`config.mk`:
```
export PLATFORM = sky130hd
export DESIGN_NAME = lcd_cmd_queue
export DESIGN_NICKNAME = d
export VERILOG_FILES = /design/src/rtl/lcd_cmd_queue.sv
export SDC_FILE = /design/constraint.sdc
export NUM_CORES = 1
export LEC_CHECK = 0
export BUFFER_PORTS_ARGS = -buffer_cell sky130_fd_sc_hd__buf_2
export CAP_MARGIN = 20
export CORE_MARGIN = 2
export CORE_UTILIZATION = 57
export DETAILED_ROUTE_END_ITERATION = 8
export PLACE_DENSITY = 0.76
export SLEW_MARGIN = 20
export SYNTH_ARGS = -nofsm -noshare
export SYNTH_HDL_FRONTEND = slang
export SYNTH_SLANG_ARGS = --single-unit
```
`constraint.sdc`:
```
create_clock -name clk -period 3 [get_ports clk]
set_clock_uncertainty 0.05 [all_clocks]
set_input_delay 0.3 -clock clk [delete_from_list [all_inputs] [get_ports clk]]
set_output_delay 0.3 -clock clk [all_outputs]
set_load 0.02 [all_outputs]
```
`src/rtl/lcd_cmd_queue.sv`:
```
// lcd_cmd_queue: host command FIFO feeding an LCD controller with busy/frame-done pacing.
// Define LCD_CMD_CHECK_EN to reject opcodes 12..15 with a one-cycle cmd_err pulse.
module lcd_cmd_queue #(
    parameter int DEPTH = 8
) (
    input  logic                     clk,
    input  logic                     reset,
    input  logic [3:0]               host_cmd,
    input  logic                     host_valid,
    output logic                     host_ready,
    output logic [3:0]               cmd,
    output logic                     cmd_valid,
    input  logic                     busy,
    input  logic                     done,
    output logic [$clog2(DEPTH):0]   fifo_level,
    output logic [7:0]               frame_cnt,
    output logic                     cmd_err
);
    localparam int PW = $clog2(DEPTH);
    localparam int LW = PW + 1;

    typedef enum logic [2:0] {IDLE, ISSUE, HOLD, WAIT_FRAME, WAIT} state_t;

    state_t         state_q, state_d;
    logic [PW-1:0]  wr_ptr_q, wr_ptr_d, rd_ptr_q, rd_ptr_d;
    logic [LW-1:0]  level_q, level_d;
    logic [3:0]     cmd_q, cmd_d;
    logic           cmd_valid_q, cmd_valid_d;
    logic           cmd_err_q, cmd_err_d;
    logic [7:0]     frame_cnt_q, frame_cnt_d;
    logic           done_q, done_d;
    logic [3:0]     mem_q [DEPTH];
    logic           push, bad_cmd, wr_en, pop, done_rise;

    assign host_ready = level_q < LW'(DEPTH);
    assign cmd        = cmd_q;
    assign cmd_valid  = cmd_valid_q;
    assign fifo_level = level_q;
    assign frame_cnt  = frame_cnt_q;
    assign cmd_err    = cmd_err_q;

    always_comb begin
        push = host_valid && host_ready;
`ifdef LCD_CMD_CHECK_EN
        bad_cmd = host_cmd >= 4'd12;
`else
        bad_cmd = 1'b0;
`endif
        wr_en       = push && !bad_cmd;
        pop         = state_q == IDLE && level_q != '0 && !busy;
        done_rise   = done && !done_q;
        wr_ptr_d    = wr_en ? wr_ptr_q + 1'b1 : wr_ptr_q;
        rd_ptr_d    = pop ? rd_ptr_q + 1'b1 : rd_ptr_q;
        level_d     = level_q + LW'(wr_en) - LW'(pop);
        cmd_d       = pop ? mem_q[rd_ptr_q] : cmd_q;
        cmd_valid_d = pop;
        cmd_err_d   = push && bad_cmd;
        frame_cnt_d = done_rise ? frame_cnt_q + 8'd1 : frame_cnt_q;
        done_d      = done;
        // HOLD spends one cycle ignoring busy while the controller raises it
        unique case (state_q)
            IDLE:       state_d = pop ? ISSUE : IDLE;
            ISSUE:      state_d = HOLD;
            HOLD:       state_d = cmd_q == 4'd0 ? WAIT_FRAME : WAIT;
            WAIT_FRAME: state_d = done_rise ? WAIT : WAIT_FRAME;
            WAIT:       state_d = busy ? WAIT : IDLE;
            default:    state_d = IDLE;
        endcase
    end

    always_ff @(posedge clk or negedge reset) begin
        if (!reset) begin
            state_q     <= IDLE;
            wr_ptr_q    <= '0;
            rd_ptr_q    <= '0;
            level_q     <= '0;
            cmd_q       <= 4'd0;
            cmd_valid_q <= 1'b0;
            cmd_err_q   <= 1'b0;
            frame_cnt_q <= 8'd0;
            done_q      <= 1'b0;
        end else begin
            state_q     <= state_d;
            wr_ptr_q    <= wr_ptr_d;
            rd_ptr_q    <= rd_ptr_d;
            level_q     <= level_d;
            cmd_q       <= cmd_d;
            cmd_valid_q <= cmd_valid_d;
            cmd_err_q   <= cmd_err_d;
            frame_cnt_q <= frame_cnt_d;
            done_q      <= done_d;
        end
    end

    always_ff @(posedge clk) begin
        if (wr_en) mem_q[wr_ptr_q] <= host_cmd;
    end
endmodule
```
==> flow_summary_export.csv, run 1 <==
group,metric,value,unit
timing,tightest_slew,639,ps
place,gp_congestion,0.791,
worst_setup_path,worstPathCellList,"nor4_1 -> o31a_1 -> xor2_1 -> ha_1 -> inv_1 -> fa_1 -> xnor2_1",
layout,antenna_cells,0,
drt,remaining_drc_errors,0,
clock_network,clk_latency,330,ps
global_routing,grt_remaining_overflow,0,
logic_synthesis,synth_top_cell_area_share,0.380,
power_and_ir_drop,p_leak,1.20,nW
worst_setup_path,cp-start-kind,"flop",
logic_synthesis,yosysWarnings,0,
worst_setup_path,crit_type,"flop to flop",
die,die_width,70.6,microns
place,dpl.hpwl,2960,microns
drt,final_antenna_net_count,0,
global_routing,grt_max_degree,28,
layout,layout_common_cells,"32 x edfxtp_1, 27 x dfrtp_1, 26 x buf_2",
die,core_region_area,0.00432,sq mm
die,num_rows,24,
clock_network,cts_htree_levels,3,
power_and_ir_drop,vdd_drop_max,0.614,mV
timing,finalSetupTns,0,ps
die,die_h,70.6,microns
logic_synthesis,synth_cells,160,
global_routing,grt_pass1_wl,7210,microns
job,drv_cap,0,
timing,timing.final.crit_share,0.709,
timing,max-slew-margin-rel,0.571,
worst_setup_path,cp_slowest_cell,"dfrtp_1",
timing,setup_viol,0,
layout,drive_gt1_frac,0.263,
drt,routed_wl,4140,microns
worst_setup_path,cp_slowest_stage_delay,410,ps
logic_synthesis,synth_top_cell_by_area,"edfxtp_1",
logic_synthesis,seq_area_frac_synth,0.648,
logic_synthesis,synth_fp_nets,177,
hold_path,worstHoldPathType,"input pin to flop",
timing,slew_viol_final,0,
worst_setup_path,crit_fanout,5,
layout,layout.cells.non_filler,250,
logic_synthesis,synth_area_per_cell,15.8,sq um
clock_network,root_buffer,"clkbuf_8",
logic_synthesis,synth_area,0.00253,sq mm
layout,area_growth,15.6,%
layout,final_common_cell,"edfxtp_1",
place,post-place-cells,233,
drt,wl_per_cell,16.6,microns
clock_network,path_clk_slew,70,ps
clock_network,cts_buffer_depth,2,
die,dieArea,0.00498,sq mm
drt,viasPerCell,5.59,
worst_setup_path,crit_path_end_kind,"flop",
global_routing,antenna_found_initial,0,
drt,drtPass1Iterations,4,
layout,nets,210,
logic_synthesis,synth.area.top_cells,"edfxtp_1 38%, dfrtp_1 27%, mux4_1 8.3%",
clock_network,cts_tree,"built",
timing,finalHoldViolCount,0,
die,io_pins,28,
outcome,status,"complete, no violations",
logic_synthesis,ys_seq_elements,59,
clock_network,clock_sinks,59,
timing,final.min_clock_period,2130,ps
clock_network,cts_buffers,9,
place,portBuffers,26,
drt,vias,1397,
drt,drt_iter0_drc,79,
worst_setup_path,crit_required,3160,ps
global_routing,track_usage,0.196,
timing,rsz0062_at_grt,"false",
logic_synthesis,synth_cell_types,33,
die,start_util,0.584,
worst_setup_path,crit_arrival,2290,ps
power_and_ir_drop,power_density,1050,mW/mm^2
global_routing,grt_pass1_vias,1429,
timing,max_freq,470,MHz
==> cell type report <==
| type | count | area, sq um |
|---|---|---|
| tap | 52 | 65.1 |
| multi-input combinational | 88 | 830 |
| inverter | 7 | 26.3 |
| fill | 307 | 1400 |
| sequential | 59 | 1640 |
| clock inverter | 7 | 92.6 |
| clock buffer | 9 | 124 |
| timing repair buffer | 28 | 148 |
==> stage by stage <==
stage / power, W / area (sq um) / setup slack [ps] / hold WS [ps] / util
after floorplan: 0.00204 / 2530 / 684 / -45.6 / -
after global placement: 0.00225 / 2700 / 943 / 271 / 0.623
after detailed placement: 0.00232 / 2700 / 859 / 298 / 0.623
after CTS: 0.00310 / 2920 / 843 / 37.9 / 0.676
after global routing: 0.00327 / 2920 / 701 / 42.7 / 0.676
final: 0.00307 / 2920 / 872 / 53.8 / 0.676
==> cell families (layout without fill, tap and decap cells) <==
logic type,Yosys count,count (layout),synth area share
compound gates,8,8,0.0228
xor+xnor,14,14,0.0485
buf+inv,13,51,0.0243
flops,59,59,0.648
mux,19,19,0.138
other cells,1,1,0.00148
simple gates,38,38,0.0753
fa+ha+maj,8,8,0.0426
==> registers in the layout, indices dropped and copies added, names as in the netlist <==
signal,cells
wr_ptr_q,3
rd_ptr_q,3
frame_cnt,8
mem_q,32
done_q,1
cmd_valid,1
cmd,4
fifo_level,4
state_q,3
==> cells in the mapped netlist <==
cell type  count
nor4_1         2
o21ai_0        1
nor3_1         4
mux4_1         8
nand4_1        3
a32o_1         1
o21bai_1       1
o31a_1         1
buf_6          1
and3_1         1
clkbuf_1       3
nand2b_1       6
a21o_1         1
conb_1         1
o311ai_0       1
ha_1           7
nor2_1         9
fa_1           1
mux2i_1        1
edfxtp_1      32
dfrtp_1       27
xor2_1         7
nand3_1        1
nand2_1        8
mux2_4         4
buf_4          1
buf_2          1
nand3b_1       1
a21oi_1        2
xnor2_1        7
mux2_2         6
nor2b_1        3
inv_1          7
==> layer usage <==
metal / global-route usage / vias up / share of wire
li1: - / 653 / -
met1: 0.251 / 710 / 0.44
met2: 0.320 / 27 / 0.51
met3: 0.0484 / 7 / 0.037
met4: 0.0943 / 0 / 0.017
met5: 0 / - / 0
==> critical path: cells and delay by family, from the launching register on <==
kind | cells | cell delay (ps)
DFF | 1 | 410
xor gates and xnor gates | 2 | 290
and+or+nand+nor | 1 | 380
adders and majority gates | 2 | 570
AOI/OAI and AO/OA | 1 | 270
buffers and inverters | 1 | 50
==> power breakdown <==
part / total, W / switching, W / internal, W
Combinational: 0.000980 / 0.000486 / 0.000494
Clock: 0.000772 / 0.000308 / 0.000464
Sequential: 0.00132 / 0.000239 / 0.00108
==> what timing repair did <==
action,in CTS,in global routing
endpoints found under the hold margin,27,0
buffers inserted,0,0
hold buffers,1,0
gates resized for setup,0,0
==> final timing paths <==
| check | start | endpoint | slack (ps) | cells after the start |
|---|---|---|---|---|
| setup reg to reg | state_q[2] | fifo_level[2] | 870 | 7 |
| hold / removal | done | done_q | 50 | 1 |
| min in group asynchronous | reset | state_q[0] | 470 | 2 |
| hold reg to reg | frame_cnt[7] | frame_cnt[7] | 420 | 1 |
| max in group asynchronous | reset | state_q[1] | 2030 | 2 |
| setup / recovery | state_q[2] | fifo_level[2] | 870 | 7 |
(Power assumes the default switching activity.)
==> run 2, diff against run 1 <==
==> constraint.sdc (replaced) <==
create_clock -name clk -period 2.15 [get_ports clk]
set_clock_uncertainty 0.05 [all_clocks]
set_input_delay 0.215 -clock clk [delete_from_list [all_inputs] [get_ports clk]]
set_output_delay 0.215 -clock clk [all_outputs]
set_load 0.02 [all_outputs]
==> flow_summary_export.csv, run 2 (same netlist as run 1, synthesis figures left out) <==
group,metric,value,unit
clock_network,clock_sinks,59,
die,die_width,70.6,microns
timing,fin_ws,44.1,ps
timing,max-slew-margin-rel,0.584,
drt,viasPerCell,5.41,
hold_path,hold_start,"host_cmd[2]",
clock_network,cts_buffers,9,
power_and_ir_drop,p_leak,1.22,nW
clock_network,cts_htree_levels,3,
drt,final_antenna_net_count,0,
clock_network,cts_tree,"built",
worst_setup_path,crit_type,"flop to flop",
layout,largest_register_ffs,32,
die,core_region_area,0.00432,sq mm
place,gp_congestion,0.850,
drt,routed_wl,4150,microns
die,start_util,0.584,
timing,setup_viol,0,
global_routing,grt_pass1_wl,6620,microns
place,dpl.hpwl,2990,microns
job,drv_cap,0,
die,io_pins,28,
drt,wl_per_cell,16.0,microns
die,dieArea,0.00498,sq mm
power_and_ir_drop,power_frac_comb,0.371,
power_and_ir_drop,p_seq_frac,0.433,
timing,finalSetupTns,0,ps
place,portBuffers,26,
worst_setup_path,regToRegSetupSlack,40,ps
clock_network,path_clk_slew,70,ps
timing,whs,105,ps
worst_setup_path,cp-start-kind,"flop",
die,die_h,70.6,microns
layout,antenna_cells,0,
worst_setup_path,crit_fanout,4,
layout,ff_latch_area,0.00164,sq mm
layout,area_growth,17.6,%
drt,vias,1406,
layout,final_common_cell,"edfxtp_1",
layout,top_register,"mem_q",
timing,tightest_slew,619,ps
global_routing,grt_remaining_overflow,0,
clock_network,cts_buffer_depth,2,
global_routing,grt_pass1_vias,1428,
die,num_rows,24,
layout,utilization,0.687,
worst_setup_path,crit_arrival,2290,ps
power_and_ir_drop,clkPwrFrac,0.196,
timing,finalHoldViolCount,0,
hold_path,worstHoldPathType,"input pin to flop",
drt,drt_iter0_drc,67,
timing,final.min_clock_period,2110,ps
power_and_ir_drop,power_density,1410,mW/mm^2
timing,timing.final.crit_share,0.980,
power_and_ir_drop,power.switching,0.00148,W
worst_setup_path,crit_required,2340,ps
layout,multiInputGateArea,853,sq um
layout,nets,220,
power_and_ir_drop,vdd_drop_max,0.713,mV
layout,finalInstanceArea,0.00297,sq mm
global_routing,grt_max_degree,28,
clock_network,root_buffer,"clkbuf_8",
layout,layout_common_cells,"32 x edfxtp_1, 26 x dfrtp_1, 26 x buf_2",
layout,drive_gt1_frac,0.322,
worst_setup_path,cp-startpoint,"state_q[2]",
power_and_ir_drop,p_int,0.00272,W
global_routing,track_usage,0.181,
outcome,status,"complete, no violations",
timing,max_freq,475,MHz
clock_network,clk_latency,340,ps
power_and_ir_drop,switching_share,0.353,
worst_setup_path,r2r-start,"state_q[2]",
place,dp_slack,-23.3,ps
place,postPlaceCellArea,0.00274,sq mm
worst_setup_path,crit_path_end_kind,"flop",
global_routing,antenna_found_initial,0,
layout,fillCellCount,293,
drt,drtPass1Iterations,6,
drt,remaining_drc_errors,0,
timing,slew_viol_final,0,
## run 2: changes by cell type in the layout (fill, tap and decap cells not counted), moves of 2 or more
cell / previous run / this run
buf_4: 1 / 10
bufinv_16: 2 / 0
inv_1: 7 / 5
clkbuf_1: 0 / 2
clkinv_2: 1 / 3
## run 2: cell type report
cell class / count / area share
Sequential cell: 59 / 0.551
Multi-Input combinational cell: 88 / 0.287
Timing Repair Buffer: 38 / 0.0758
Clock buffer: 11 / 0.0442
Tap cell: 52 / 0.0219
Clock inverter: 5 / 0.0101
Inverter: 7 / 0.00968
## run 2: routing by layer
| metal | vias up | wire length, microns | GRT usage |
|---|---|---|---|
| li1 | 677 | - | - |
| met1 | 680 | 1810 | 0.226 |
| met2 | 40 | 2060 | 0.286 |
| met3 | 9 | 178 | 0.0513 |
| met4 | 0 | 104 | 0.107 |
| met5 | - | 0 | 0 |
## run 2: final timing paths
path	to	depth (start not counted)
hold / removal	mem_q[1][2]	1
hold reg to reg	frame_cnt[7]	1
setup / recovery	fifo_level[1]	7
setup reg to reg	fifo_level[1]	7
min in group asynchronous	fifo_level[0]	2
max in group asynchronous	fifo_level[3]	2
## run 2: critical path, stage by stage, from the launching register on
cell	delay, ps
dfrtp_1	410
nor4_4	280
o31a_1	260
xor2_1	190
ha_2	220
inv_2	40
fa_2	520
inv_1	40
## run 2: repair_timing
item	CTS	global route
setup endpoints to repair	2	3
gates resized for setup	1	4
hold buffers	2	0
pin swaps	0	3
setup buffers	0	4
endpoints found under the hold margin	28	0
## run 2: metrics by stage
stage | power (W) | instances
floorplan | 0.00287 | 160
global placement | 0.00322 | 238
detailed placement | 0.00332 | 238
CTS | 0.00416 | 256
global route | 0.00448 | 260
finish | 0.00420 | 260
## run 2: power by group through the flow
stage | Sequential (W) | Combinational [W] | Clock (W)
CTS | 0.00181 | 0.00151 | 0.000838
detailed placement | 0.00183 | 0.00149 | 0
global placement | 0.00181 | 0.00141 | 0
floorplan | 0.00193 | 0.000943 | 0
global route | 0.00186 | 0.00172 | 0.000899
finish | 0.00182 | 0.00156 | 0.000821
==> run 3, diff against run 2 <==
--- a/config.mk
+++ b/config.mk
@@ -10,6 +10,7 @@
 export CORE_MARGIN = 2
 export CORE_UTILIZATION = 57
 export DETAILED_ROUTE_END_ITERATION = 8
+export GPL_TIMING_DRIVEN = 0
 export PLACE_DENSITY = 0.76
 export SLEW_MARGIN = 20
 export SYNTH_ARGS = -nofsm -noshare
==> flow_summary_export.csv, run 3 (same netlist as run 1, synthesis figures left out) <==
group,metric,value,unit
power_and_ir_drop,power_frac_comb,0.378,
worst_setup_path,crit_fanout,5,
timing,slew_viol_final,0,
timing,finalHoldViolCount,0,
die,die_h,70.6,microns
layout,antenna_cells,0,
place,dpl.hpwl,2840,microns
worst_setup_path,r2r_cells,10,
timing,rsz0062_at_grt,"true",
power_and_ir_drop,p_int,0.00286,W
drt,drt_iter0_drc,65,
layout,final_common_cell,"edfxtp_1",
layout,nets,223,
timing,tightest_slew,595,ps
timing,fin_ws,1.10,ps
layout,largest_register_ffs,32,
worst_setup_path,worstPathCellList,"inv_4 -> ha_4 -> inv_2 -> o31a_1 -> buf_6 -> xor2_2 -> ha_2 -> inv_2 -> fa_1 -> xnor2_1",
die,core_region_area,0.00432,sq mm
layout,layout.cells.non_filler,263,
global_routing,antenna_found_initial,0,
power_and_ir_drop,p_leak,1.24,nW
worst_setup_path,r2r-end,"fifo_level[2]",
layout,top_register,"mem_q",
worst_setup_path,cp-start-kind,"flop",
drt,remaining_drc_errors,0,
die,num_rows,24,
worst_setup_path,crit_type,"flop to flop",
layout,layout_common_cells,"32 x edfxtp_1, 26 x dfrtp_1, 26 x buf_2",
worst_setup_path,crit_arrival,2320,ps
job,drv_cap,0,
place,dp_slack,-159,ps
timing,max_freq,465,MHz
layout,drive_gt1_frac,0.332,
die,io_pins,28,
die,dieArea,0.00498,sq mm
clock_network,cts_buffers,9,
worst_setup_path,regToRegSetupSlack,1,ps
place,post-place-cells,238,
layout,area_growth,19.9,%
global_routing,track_usage,0.184,
worst_setup_path,crit_family,"adder cells",
die,start_util,0.584,
clock_network,clk_latency,330,ps
layout,finalInstanceArea,0.00303,sq mm
clock_network,root_buffer,"clkbuf_8",
timing,final.min_clock_period,2150,ps
timing,whs,127,ps
power_and_ir_drop,p_seq_frac,0.410,
die,die_width,70.6,microns
drt,final_antenna_net_count,0,
power_and_ir_drop,switching_share,0.342,
worst_setup_path,crit_required,2320,ps
worst_setup_path,critPathBufInv,4,
global_routing,grt_pass1_wl,6710,microns
worst_setup_path,r2r-start,"fifo_level[3]",
drt,routed_wl,4110,microns
worst_setup_path,crit_top_cell,"inv_2",
clock_network,cts_tree,"built",
drt,vias,1402,
timing,max-slew-margin-rel,0.603,
clock_network,cts_buffer_depth,2,
global_routing,grt_max_degree,28,
global_routing,grt_pass1_vias,1425,
power_and_ir_drop,power_density,1440,mW/mm^2
place,portBuffers,26,
hold_path,hold_start,"host_cmd[2]",
global_routing,grt_remaining_overflow,0,
place,postPlaceCellArea,0.00274,sq mm
drt,drtPass1Iterations,4,
clock_network,path_clk_slew,70,ps
clock_network,cts_htree_levels,3,
worst_setup_path,cp_slowest_stage_delay,430,ps
power_and_ir_drop,power.switching,0.00149,W
worst_setup_path,cp_slowest_cell,"dfrtp_2",
outcome,status,"complete, no violations",
hold_path,worstHoldPathType,"input pin to flop",
power_and_ir_drop,clkPwrFrac,0.212,
timing,timing.final.crit_share,0.999,
clock_network,clock_sinks,59,
worst_setup_path,crit_path_end_kind,"flop",
timing,setup_viol,0,
drt,viasPerCell,5.33,
place,gp_congestion,0.829,
hold_path,hold_end,"mem_q[2][2]",
power_and_ir_drop,vdd_drop_max,0.688,mV
hold_path,hold_depth,1,
drt,wl_per_cell,15.6,microns
[run 3: cell count changes in the layout (fill, tap and decap cells not counted), sizes merged]
cell | previous run | this run
bufinv | 0 | 1
clkbuf | 11 | 13
clkinvlp | 2 | 1
clkinv | 3 | 4
[run 3: how the worst max path moves through the flow]
stage,startpoint,slack (ps),endpoint,cells after the start
floorplan,fifo_level[3],-20,fifo_level[2],10
global placement,state_q[2],-90,fifo_level[2],8
detailed placement,state_q[2],-160,fifo_level[2],8
CTS,fifo_level[3],6,fifo_level[2],10
global route,state_q[2],-70,fifo_level[2],8
finish,fifo_level[3],1,fifo_level[2],10
[run 3: cell type report]
class,instances,area [sq um]
plain buffers,6,41.3
clock buffers,10,128
clock inverters,6,56.3
fillers,304,1290
inverters,7,28.8
multi-input cells,88,871
flip-flops and latches,59,1640
well taps,52,65.1
repair buffers,35,203
[run 3: what timing repair did]
item	in CTS	in global routing
hold endpoints to repair	28	0
setup buffers	5	2
pin swaps	2	1
endpoints found under the setup margin	3	3
hold buffers	2	0
gates resized for setup	1	8
[run 3: power by group through the flow]
stage / sequential, W / combinational [W] / clock [W]
2_1_floorplan: 0.00193 / 0.000943 / 0
3_3_place_gp: 0.00178 / 0.00143 / 0
3_5_place_dp: 0.00180 / 0.00148 / 0
4_1_cts: 0.00177 / 0.00155 / 0.000940
5_1_grt: 0.00183 / 0.00181 / 0.00100
6_report: 0.00178 / 0.00164 / 0.000922
[run 3: routing by layer]
metal | part of all wire | GRT usage
met1 | 0.43 | 0.241
met2 | 0.51 | 0.279
met3 | 0.042 | 0.0556
met4 | 0.018 | 0.101
met5 | 0 | 0
[run 3: metrics by stage]
stage	total power, W	util	TNS (ps)
CTS	0.00427	0.690	0
floorplan	0.00287	-	-34.5
global route	0.00465	0.701	-121
global placement	0.00320	0.633	-174
finish	0.00435	0.701	0
detailed placement	0.00328	0.633	-378
